`src/rtl/spi_if.sv`:
```
// spi_if: SPI master bus bundle (request side plus serial pins).
interface spi_if #(
    parameter int DATA_WIDTH = 7
) ();
    logic [DATA_WIDTH-1:0] data_in;
    logic                  MISO;
    logic                  send;
    logic                  MOSI;
    logic                  SCLK;
    logic                  SS;
    logic                  done;

    modport master (input data_in, MISO, send, output MOSI, SCLK, SS, done);
    modport slave  (output data_in, MISO, send, input MOSI, SCLK, SS, done);
endinterface

```
`src/rtl/spi_master.sv`:
```
// spi_master: SPI mode 0 master, MSB first, programmable SCLK half-period.
module spi_master #(
    parameter int DATA_WIDTH = 7,
    parameter int CLK_DIV    = 1
) (
    input  logic  clk,
    input  logic  rst,
    spi_if.master bus
);
    localparam int CW = $clog2(DATA_WIDTH + 1);
    localparam int VW = CLK_DIV > 1 ? $clog2(CLK_DIV) : 1;
    localparam logic [CW-1:0] LAST    = CW'(DATA_WIDTH);
    localparam logic [VW-1:0] DIV_END = VW'(CLK_DIV - 1);

    typedef enum logic [1:0] {IDLE, SETUP, XFER, DONE} state_t;

    state_t                state;
    logic [DATA_WIDTH-1:0] tx;
    logic [DATA_WIDTH-1:0] rx;
    logic [DATA_WIDTH-1:0] tx_sh;
    logic [CW-1:0]         bit_cnt;
    logic [VW-1:0]         div_cnt;
    logic                  half_end;

    assign tx_sh    = tx << 1;
    assign half_end = div_cnt == DIV_END;

    always_ff @(posedge clk or posedge rst) begin
        if (rst) begin
            state    <= IDLE;
            tx       <= '0;
            rx       <= '0;
            bit_cnt  <= '0;
            div_cnt  <= '0;
            bus.SS   <= 1'b1;
            bus.SCLK <= 1'b0;
            bus.MOSI <= 1'b0;
            bus.done <= 1'b0;
        end else begin
            bus.done <= 1'b0;
            case (state)
                IDLE: if (bus.send) begin
                    tx       <= bus.data_in;
                    bit_cnt  <= '0;
                    div_cnt  <= '0;
                    bus.SS   <= 1'b0;
                    bus.MOSI <= bus.data_in[DATA_WIDTH-1];
                    state    <= SETUP;
                end
                SETUP: if (half_end) begin
                    div_cnt  <= '0;
                    bus.SCLK <= 1'b1;
                    rx       <= (rx << 1) | DATA_WIDTH'(bus.MISO);
                    state    <= XFER;
                end else begin
                    div_cnt <= div_cnt + 1'b1;
                end
                XFER: if (!half_end) begin
                    div_cnt <= div_cnt + 1'b1;
                end else begin
                    div_cnt <= '0;
                    if (bus.SCLK) begin
                        bus.SCLK <= 1'b0;
                        tx       <= tx_sh;
                        bus.MOSI <= tx_sh[DATA_WIDTH-1];
                        bit_cnt  <= bit_cnt + 1'b1;
                    end else if (bit_cnt == LAST) begin
                        // the last bit's low half-period has elapsed
                        bus.SS   <= 1'b1;
                        bus.done <= 1'b1;
                        state    <= DONE;
                    end else begin
                        bus.SCLK <= 1'b1;
                        rx       <= (rx << 1) | DATA_WIDTH'(bus.MISO);
                    end
                end
                default: state <= IDLE;
            endcase
        end
    end
endmodule

```
`src/flat_wrapper.sv`:
```
// flat-port wrapper written by rule: the top's interface ports become plain ports
module spi_master_flat 
#(
    parameter int DATA_WIDTH = 7,
    parameter int CLK_DIV    = 1
)
  (clk, rst, bus_data_in, bus_MISO, bus_send, bus_MOSI, bus_SCLK, bus_SS, bus_done);
  spi_if #(.DATA_WIDTH(DATA_WIDTH)) bus_i ();
  input  logic clk;
  input  logic rst;
  input wire logic [$bits(bus_i.data_in)-1:0] bus_data_in;
  input wire logic [$bits(bus_i.MISO)-1:0] bus_MISO;
  input wire logic [$bits(bus_i.send)-1:0] bus_send;
  output wire logic [$bits(bus_i.MOSI)-1:0] bus_MOSI;
  output wire logic [$bits(bus_i.SCLK)-1:0] bus_SCLK;
  output wire logic [$bits(bus_i.SS)-1:0] bus_SS;
  output wire logic [$bits(bus_i.done)-1:0] bus_done;
  assign bus_i.data_in = bus_data_in;
  assign bus_i.MISO = bus_MISO;
  assign bus_i.send = bus_send;
  assign bus_MOSI = bus_i.MOSI;
  assign bus_SCLK = bus_i.SCLK;
  assign bus_SS = bus_i.SS;
  assign bus_done = bus_i.done;
  spi_master #(.DATA_WIDTH(DATA_WIDTH), .CLK_DIV(CLK_DIV)) u_core (.clk(clk), .rst(rst), .bus(bus_i));
endmodule
```
`config.mk`:
```
export PLATFORM = sky130hd
export DESIGN_NAME = spi_master_flat
export DESIGN_NICKNAME = d
export VERILOG_FILES = /design/src/rtl/spi_if.sv /design/src/rtl/spi_master.sv /design/src/flat_wrapper.sv
export SDC_FILE = /design/constraint.sdc
export NUM_CORES = 1
export LEC_CHECK = 0
export BUFFER_PORTS_ARGS = -buffer_cell sky130_fd_sc_hd__buf_2
export CORE_MARGIN = 2
export CORE_UTILIZATION = 53
export DETAILED_ROUTE_END_ITERATION = 10
export PLACE_DENSITY_LB_ADDON = 0.05
export SYNTH_ARGS = -nofsm -noshare
export SYNTH_HDL_FRONTEND = slang
export SYNTH_SLANG_ARGS = --single-unit
```
`constraint.sdc`:
```
create_clock -name clk -period 2.1 [get_ports clk]
set_input_delay 0.21 -clock clk [delete_from_list [all_inputs] [get_ports clk]]
set_output_delay 0.21 -clock clk [all_outputs]
set_load 0.02 [all_outputs]
```
# After elaboration in Yosys (flattened, before gate mapping)
# Cells that the tools add are included.
classes:
  n_addsub: 2
  shifts: 0
  n_div: 0
  mul: 0
  bitwise_logic: 0
  eq_ne: 9
  order_cmp: 0
  reduce_logical: 10
  mux: 34
ops:
  columns: ["cell", "count"]
  rows:
  - ["two-way mux 6 bit", 3]
  - ["two-way mux 1 bit", 16]
  - ["case mux 6 bit (2 select lines)", 1]
  - ["two-way mux 2 bit", 5]
  - ["AND reduction 5 bit", 2]
  - ["two-way mux 3 bit", 3]
  - ["inequality test 2 bit (second input constant)", 4]
  - ["case mux 1 bit (2 select lines)", 4]
  - ["case mux 2 bit (3 select lines)", 1]
  - ["case mux 3 bit (2 select lines)", 1]
  - ["nonzero test 2 bit", 3]
  - ["inequality test 2 x 1 -> 1 bit (second input constant)", 2]
  - ["AND reduction 4 bit", 1]
  - ["adder 3 x 1 -> 3 bit (second input constant)", 1]
  - ["== test 3 bit (second input constant)", 1]
  - ["AND reduction 3 bit", 1]
  - ["== test 2 x 1 -> 1 bit (second input constant)", 1]
  - ["== test 2 bit (second input constant)", 1]
  - ["zero test 2 bit", 1]
  - ["AND reduction 2 bit", 1]
  - ["OR reduction 2 bit", 1]
  - ["adder 1 bit (second input constant)", 1]
totals:
  latchBits: 0
  mem_count: 0
  output_inout_bits: 4
  rom_bits: 0
  ramBits: 0
  ff_bits: 16
  input_bits: 11
  word_cells: 63

# Logic depth before layout (Yosys ltp)
# Gate-level depths: netlist of run 1.
logic_depth:
  depth_word: 5
  ltp_mapped: 5
  mapped_depth_nobuf: 5

# Worst setup path before layout of run 1
# No wires, ideal clock.
synth_timing:
  path_type: "register to register"
  start: "reg u_core.state[0]"
  end: "reg u_core.bus.MOSI"
  stages_incl_launch_ff: 6
  synth_period_minus_slack_ns: 1.682
  t_arrival_ns: 1.557
  slack_ns: 0.418
  t_required_ns: 1.975
  path_buffers: 0
  cell_sequence: "dfrtp_1 inv_1 ha_1 nor2b_4 nor3_4 mux2_2"
synth_via:
  elab_chain_len: 3
synth_lines:
  columns: ["element", "line_no", "rtl"]
  rows:
  - ["from (decl)", "spi_master.sv:17", "state_t state;"]
  - ["from (signal assigned)", "spi_master.sv:30", "state <= IDLE;"]
  - ["from (signal assigned)", "spi_master.sv:48", "state <= SETUP;"]
  - ["from (signal assigned)", "spi_master.sv:54", "state <= XFER;"]
  - ["== test 2 bit or zero test 2 bit (tied branches)", "spi_master.sv:41", "case (state)"]
  - ["inequality test 2 x 1 -> 1 bit (no line) (tied with other cells)", null, null]
  - ["AND reduction 4 bit (no line)", null, null]
  - ["to (signal assigned)", "spi_master.sv:47", "bus.MOSI <= bus.data_in[DATA_WIDTH-1];"]
  - ["to (signal assigned)", "spi_master.sv:65", "bus.MOSI <= tx_sh[DATA_WIDTH-1];"]
  - ["to (decl)", "spi_if.sv:13", "modport master (input data_in, MISO, send, output MOSI, SCLK, SS, done);"]
# Several ways; a longest one is shown, not always the timed one.
# A chain may end at the register's enable or synchronous reset.

# Worst setup path after layout of run 1
layout_timing:
  start: "reg u_core.state[1]"
  end: "reg u_core.tx[3]"
layout_via:
  elab_chain_len: 3
layout_lines:
  columns: ["element", "line_no", "rtl"]
  rows:
  - ["== test 2 bit or zero test 2 bit (tied branches)", "spi_master.sv:41", null]
  - ["inequality test 2 x 1 -> 1 bit (no line) (tied with other cells)", null, null]
  - ["AND reduction 4 bit (no line)", null, null]
  - ["to (signal assigned)", "spi_master.sv:43", "tx <= bus.data_in;"]
  - ["to (signal assigned)", "spi_master.sv:64", "tx <= tx_sh;"]
  - ["to (decl)", "spi_master.sv:18", "logic [DATA_WIDTH-1:0] tx;"]
# Several ways; a longest one is shown, not always the timed one.

==> summary.md, run 1 <==
| Metric | Value |
|---|---|
| Worst endpoint data arrival time | `between 2 and 2.5 ns` |
| CP Launch Type | `register` |
| HP Class | `in -> reg` |
| CTS HTree Levels | `1` |
| Worst-case clock skew | `roughly 0.0022 ns` |
| Max-cap viol count | `0` |
| Initial drt markers | `6` |
| Mapped Cells | `68` |
| Vias in the first global route | `about 540` |
| Clock transition at path regs | `approximately 0.09 ns` |
| Remaining DRCs | `0` |
| Largest cells by area after synthesis | `dfrtp_1 42%, mux2_2 20%, ha_1 10%` |
| Leakage | `around 0.46 nW` |
| Number of synthesized flops with an enable pin | `0` |
| Drt total wl | `1.32 mm` |
| Leading area contributor after synthesis | `dfrtp_1` |
| Mapped Area | `838 µm²` |
| Rel. slew slack | `61.1%` |
| Post-Place Cells | `98` |
| Tot GR Track Use | `17.5%` |
| Power density over cell area | `1540 nW/µm²` |
| R2r startpoint | `u_core.state[1]$_DFFE_PP0P_` |
| Avg Vias per Cell | `5.32` |
| Maximum VDD drop | `757 µV` |
| Routability cong. | `0.714` |
| Status | `finished clean` |
| WHS | `0.268 ns` |
| Final setup fails | `0` |
| WL/cell | `12.8 µm` |
| Area Growth Syn to Fin | `15.8%` |
| Fin util | `65.2%` |
| Ys flop type | `dfrtp_1` |
| Drt pass-1 iters | `4` |
| Actual slew at the worst max-slew pin | `0.583 ns` |
| Crit path kind | `reg -> reg` |
| Post-CTS Setup Bufs | `0` |
| Post-synth top area share | `41.8%` |
| Nets | `106` |
| Port bufs | `13` |
| Core ar. | `1490 µm²` |
| Hold_buf cts | `1` |
| # IOs | `15` |
| Post-cts sizing count | `0` |
| R2r endpoint | `u_core.tx[3]$_DFFE_PP0P_` |
| Core Rows | `14` |
| DP HPWL | `958 µm` |
| Die Width | `about 44 µm` |
| Flop pwr share | `34.5%` |
| Number of routed nets with antenna violations | `0` |
| Hold worst-path end | `u_core.tx[2]$_DFFE_PP0P_` |
| Post-synthesis sequential area ratio | `44.9%` |
| RSZ-0062 raised after global routing | `false` |
| CTS tree | `yes` |
| Net Sw Frac | `36.8%` |
| Final Hold Fails | `0` |
| Seq cells post-synth | `15` |
| CP max stage delay | `0.44 ns` |
| CP Data Required Time | `2.29 ns` |
| First-pass GRT wire length | `2.35 mm` |
| Slew Viols, Final | `0` |
| Internal reg-to-reg setup slack | `0.24 ns` |
| Cell depth of the worst flop-to-flop path | `5` |
| Period minus WS final | `roughly 1.9 ns` |
| Effective utilization at floorplan | `about 56%` |
| Netlist cell types | `23` |
| Hold depth | `3` |
| CTS Buf Count | `3` |
| Largest net degree at the start of global routing | `16` |
| Initial antenna violation count | `0` |
| Clk sinks | `15` |
| Fmax | `around 540 MHz` |
| Filler cell count | `119` |
| Grt ovf | `0` |
| Mapped Nets | `between 80 and 90` |
| Slowest cell on the critical path | `nor3_4` |
| Vias | `548` |
| Inserted Diodes | `0` |
| Internal power | `0.944 mW` |
| P_sw | `0.549 mW` |
| Worst setup EP type | `register` |
| Warnings from Yosys | `0` |
| Root Driver | `clkbuf_4` |
| Critical path, cell by cell | `inv_1 -> ha_1 -> nor2b_1 -> nor3_4 -> mux2_2` |
| Final cell count without fillers | `103` |
| Min-Delay Startpoint | `bus_data_in[2]` |
| Worst skew pair latency | `0.29 ns` |
| Chip Height | `43.8 µm` |
| Asr flop ratio synth | `100%` |
| Syn_area_per_cell | `12.3 µm²` |
| Largest fanout on the critical path | `9` |
| Combinational power share | `between 50% and 60%` |
| Layout cells sized above 1 | `43.7%` |
| Clock power frac | `11.5%` |
| Max clock buf depth | `2` |
| Die ar. | `roughly 1900 µm²` |
| Period utilization | `88.6%` |
| Setup TNS | `0 ns` |
-- per-layer routing --
metal	global-route usage, %	part of all wire (%)
met4	12.7	2.9
met5	0	0
met1	22.9	48
met2	25.9	45
met3	2.92	4.6
-- synth_stat cells, drive strengths merged (2+ instances only) --
cell type / n
dfrtp: 14
ha: 7
inv: 7
mux2: 15
mux2i: 2
nand2: 3
nor2: 3
nor2b: 3
-- area by class of cell --
class	instances	area (µm²)	area share [%]
Multi-Input combinational cell	45	430	44.3
Sequential cell	15	377	38.8
Timing Repair Buffer	16	90.1	9.28
Inverter	7	26.3	2.71
Clock buffer	3	22.5	2.32
Tap cell	16	20.0	2.06
Clock inverter	1	5.00	0.515
-- through the flow --
stage	setup WS [ns]	total power, mW	instance area, µm²
after global placement	0.256	1.31	933
after CTS	0.226	1.51	971
after floorplan	0.418	1.16	838
after global routing	0.0890	1.62	971
final	0.239	1.49	971
after detailed placement	0.233	1.33	933
-- sequential cells by signal, summed over array words and instances (netlist names) --
register         count
u_core.tx            6
u_core.bus.done      1
u_core.bus.SCLK      1
u_core.bus.MOSI      1
u_core.bit_cnt       3
u_core.state         2
u_core.bus.SS        1
-- worst max path at each step --
| stage | start | to | slack, ns |
|---|---|---|---|
| global route | u_core.state[1]$_DFFE_PP0P_ | u_core.tx[4]$_DFFE_PP0P_ | 0.09 |
| floorplan | u_core.state[0]$_DFFE_PP0P_ | u_core.bus.MOSI$_DFFE_PP0P_ | 0.42 |
| global placement | u_core.state[1]$_DFFE_PP0P_ | u_core.tx[3]$_DFFE_PP0P_ | 0.26 |
| CTS | u_core.state[1]$_DFFE_PP0P_ | u_core.tx[3]$_DFFE_PP0P_ | 0.23 |
| detailed placement | u_core.state[1]$_DFFE_PP0P_ | u_core.tx[4]$_DFFE_PP0P_ | 0.23 |
| finish | u_core.state[1]$_DFFE_PP0P_ | u_core.tx[3]$_DFFE_PP0P_ | 0.24 |
-- cells by family after synthesis --
group	share of synthesized area, %
flops	44.9
compound gates	8.96
fa+ha+maj	10.4
mux	22.5
simple gates	9.40
buf+inv	3.73
-- critical path: cells and delay by family, from the launching register on --
kind,cells,cell delay (ns)
adder cells (fa/ha/maj),1,0.22
multiplexers,1,0.39
flip-flops,1,0.43
AND/OR/NAND/NOR,2,0.65
buffers and inverters,1,0.06
-- power groups by stage --
stage | registers [mW] | clock network, mW | logic, mW
4_1_cts | 0.514 | 0.179 | 0.818
2_1_floorplan | 0.533 | 0 | 0.631
5_1_grt | 0.537 | 0.189 | 0.895
3_3_place_gp | 0.512 | 0 | 0.800
3_5_place_dp | 0.520 | 0 | 0.814
6_report | 0.515 | 0.171 | 0.807
-- cell usage in the layout (no fill, tap or decap) --
cell,netlist,routed
a211o_1,1,1
a21oi_1,1,1
a221o_1,1,1
buf_2,1,13
buf_4,0,2
clkbuf_4,0,3
clkinv_2,0,1
dfrtp_1,14,14
dfstp_2,1,1
dlygate4sd3_1,0,1
ha_1,7,7
inv_1,7,7
mux2_2,15,15
mux2i_1,2,2
nand2_1,3,3
nand2b_1,1,1
nor2_1,3,3
nor2b_1,2,2
nor2b_4,1,1
nor3_4,1,1
o211ai_1,1,1
o21a_1,1,1
o221a_2,1,1
o22a_1,1,1
o31ai_1,1,1
o41ai_1,1,1
or2b_1,1,1
(Power assumes the default switching activity.)
==> run 2, diff against run 1 <==
- CAP_MARGIN: default -> 20
- CORE_MARGIN: 2 -> default
==> run 2 against run 1 <==
Clock-buffer cell count did not move. First-iteration DRC count is 33% lower. Largest power group unchanged. Worst hold slack improved by 0.017 ns. Sequential power about the same. Fmax fell by 0.87%. Cell count is 1.9% lower. Core utilization grew 4.4 points. Routed wire length increased by 0.53%. Register-to-register slack worse by 0.02 ns.
==> summary.md, run 2 (synthesis gave the netlist of run 1 again) <==
| Metric | Value |
|---|---|
| Remaining DRCs | `0 (unchanged)` |
| Fin util | `69.6% (+4.4 points)` |
| Net Sw Frac | `36.8% (+0.039 points)` |
| Biggest regs | `u_core.tx: 6 flops, u_core.bit_cnt: 3 flops, u_core.state: 2 flops` |
| Effective utilization at floorplan | `60.6% (+4.3 points)` |
| Port bufs | `13 (unchanged)` |
| Worst endpoint data arrival time | `2.05 ns (about the same)` |
| Leakage | `0.455 nW (-1.1%)` |
| Combinational power share | `54.1% (about the same)` |
| Period minus WS final | `1.88 ns (+0.0164 ns)` |
| RSZ-0062 raised after global routing | `false` |
| Most common cell after layout, fill and taps aside | `mux2_2` |
| Period utilization | `89.4% (+0.78 points)` |
| CP Data Required Time | `2.27 ns (-0.02 ns)` |
| Max reg flops | `6 (unchanged)` |
| CP Launch Type | `register` |
| Chip Height | `41.8 µm (-4.6%)` |
| Crit path kind | `reg -> reg` |
| P_sw | `0.545 mW (-0.86%)` |
| Post-Place Cells | `96 (-2.0%)` |
| Power density over cell area | `1540 nW/µm² (about the same)` |
| Root Driver | `clkbuf_4` |
| Post-cts sizing count | `0 (unchanged)` |
| Final worst slack | `0.222 ns (-0.0164 ns)` |
| Largest fanout on the critical path | `9 (unchanged)` |
| Most frequent cells in the layout | `15 x mux2_2, 14 x dfrtp_1, 13 x buf_2` |
| Hold_buf cts | `1 (unchanged)` |
| HP Class | `in -> reg` |
| CTS tree | `yes` |
| Status | `finished clean` |
| Nets | `105 (-0.94%)` |
| Final Hold Fails | `0 (unchanged)` |
| Worst-case clock skew | `0.00278 ns (+0.000623 ns)` |
| Internal power | `0.934 mW (-1.0%)` |
| Post-CTS Setup Bufs | `0 (unchanged)` |
| Grt ovf | `0 (unchanged)` |
| WL/cell | `13.1 µm (+2.5%)` |
| Tot GR Track Use | `18.3% (+0.87 points)` |
| Core Rows | `13 (-1)` |
| Number of routed nets with antenna violations | `0 (unchanged)` |
| Actual slew at the worst max-slew pin | `0.559 ns (-0.0240 ns)` |
| First-pass GRT wire length | `2.37 mm (+0.60%)` |
| Core ar. | `1380 µm² (-7.1%)` |
| Flop pwr share | `35.0% (+0.5 points)` |
| Total power | `1.48 mW (-0.96%)` |
| Inserted Diodes | `0 (unchanged)` |
| Die ar. | `1740 µm² (-8.9%)` |
| # IOs | `15 (unchanged)` |
| Vias in the first global route | `543 (-0.18%)` |
| Setup TNS | `0 ns (unchanged)` |
| Largest net degree at the start of global routing | `16 (unchanged)` |
| Slew Viols, Final | `0 (unchanged)` |
| Reg with most FFs | `u_core.tx` |
| Maximum VDD drop | `708 µV (-6.5%)` |
| Worst skew pair latency | `0.28 ns (about the same)` |
| Drt pass-1 iters | `4 (unchanged)` |
| Area Growth Syn to Fin | `14.8%` |
| Max clock buf depth | `2 (unchanged)` |
| Die Width | `41.8 µm (-4.6%)` |
| Fmax | `533 MHz (-0.87%)` |
| Vias | `553 (+0.91%)` |
| Drt total wl | `1.33 mm (+0.53%)` |
| Clock transition at path regs | `0.09 ns (about the same)` |
| CTS Buf Count | `3 (unchanged)` |
| Layout cells sized above 1 | `43.0% (-0.65 points)` |
| Avg Vias per Cell | `5.48 (+2.9%)` |
| Max-cap viol count | `0 (unchanged)` |
| Final setup fails | `0 (unchanged)` |
| Clk sinks | `15 (unchanged)` |
| CTS HTree Levels | `1 (unchanged)` |
| Initial drt markers | `4 (-2)` |
| Clock power frac | `10.9% (-0.6 points)` |
| Final cell count without fillers | `101 (-1.9%)` |
| Rel. slew slack | `62.7% (+1.6 points)` |
| Worst setup EP type | `register` |
| Pre-CTS WS | `0.203 ns (-0.0305 ns)` |
| Initial antenna violation count | `0 (unchanged)` |
| DP HPWL | `989 µm (+3.3%)` |
| Routability cong. | `0.705 (-1.3%)` |
run 2: cell types whose count changed in the layout (fill, tap and decap cells not counted), sizes merged:
cell | previous run | this run
buf | 15 | 14
run 2: metrics by stage:
stage / area, µm² / hold slack, ns
global route: 962 / 0.267
CTS: 962 / 0.277
detailed placement: 925 / 0.297
global placement: 925 / 0.287
floorplan: 838 / 0.111
finish: 962 / 0.284
run 2: area by class of cell:
cell class                      instances  area (µm²)
Clock buffer                            3        22.5
Clock inverter                          1        5.00
Timing Repair Buffer                   15        82.6
Multi-Input combinational cell         45         430
Inverter                                7        26.3
Tap cell                               15        18.8
Fill cell                             105         420
Sequential cell                        15         377
run 2: routing by layer:
metal / GRT usage (%) / part of all wire [%] / up-vias
met5: 0 / 0 / -
met4: 9.68 / 0.90 / 0
met3: 3.91 / 3.5 / 2
met2: 29.4 / 49 / 14
met1: 23.0 / 46 / 263
li1: - / - / 274
run 2: worst paths after layout:
| kind | cells after the start | start | slack [ns] | to |
|---|---|---|---|---|
| min in group asynchronous | 3 | rst | 0.53 | u_core.tx[3]$_DFFE_PP0P_ |
| setup reg to reg | 5 | u_core.state[0]$_DFFE_PP0P_ | 0.22 | u_core.bus.MOSI$_DFFE_PP0P_ |
| setup / recovery | 5 | u_core.state[0]$_DFFE_PP0P_ | 0.22 | u_core.bus.MOSI$_DFFE_PP0P_ |
| max in group asynchronous | 3 | rst | 1.20 | u_core.bus.SS$_DFFE_PP1P_ |
| hold reg to reg | 1 | u_core.bit_cnt[0]$_DFFE_PP0P_ | 0.50 | u_core.bit_cnt[0]$_DFFE_PP0P_ |
| hold / removal | 3 | bus_data_in[4] | 0.28 | u_core.tx[4]$_DFFE_PP0P_ |
run 2: power groups by stage:
stage | logic [mW] | clock network, mW | registers (mW)
2_1_floorplan | 0.631 | 0 | 0.533
3_3_place_gp | 0.786 | 0 | 0.514
3_5_place_dp | 0.807 | 0 | 0.524
4_1_cts | 0.814 | 0.169 | 0.517
5_1_grt | 0.888 | 0.184 | 0.537
6_report | 0.800 | 0.162 | 0.517
run 2: critical path, stage by stage, from the launching register on:
cell and delay (ns):
dfrtp_1 0.37, inv_1 0.08, ha_1 0.28, nor2b_4 0.17
nor3_4 0.45, mux2_2 0.41
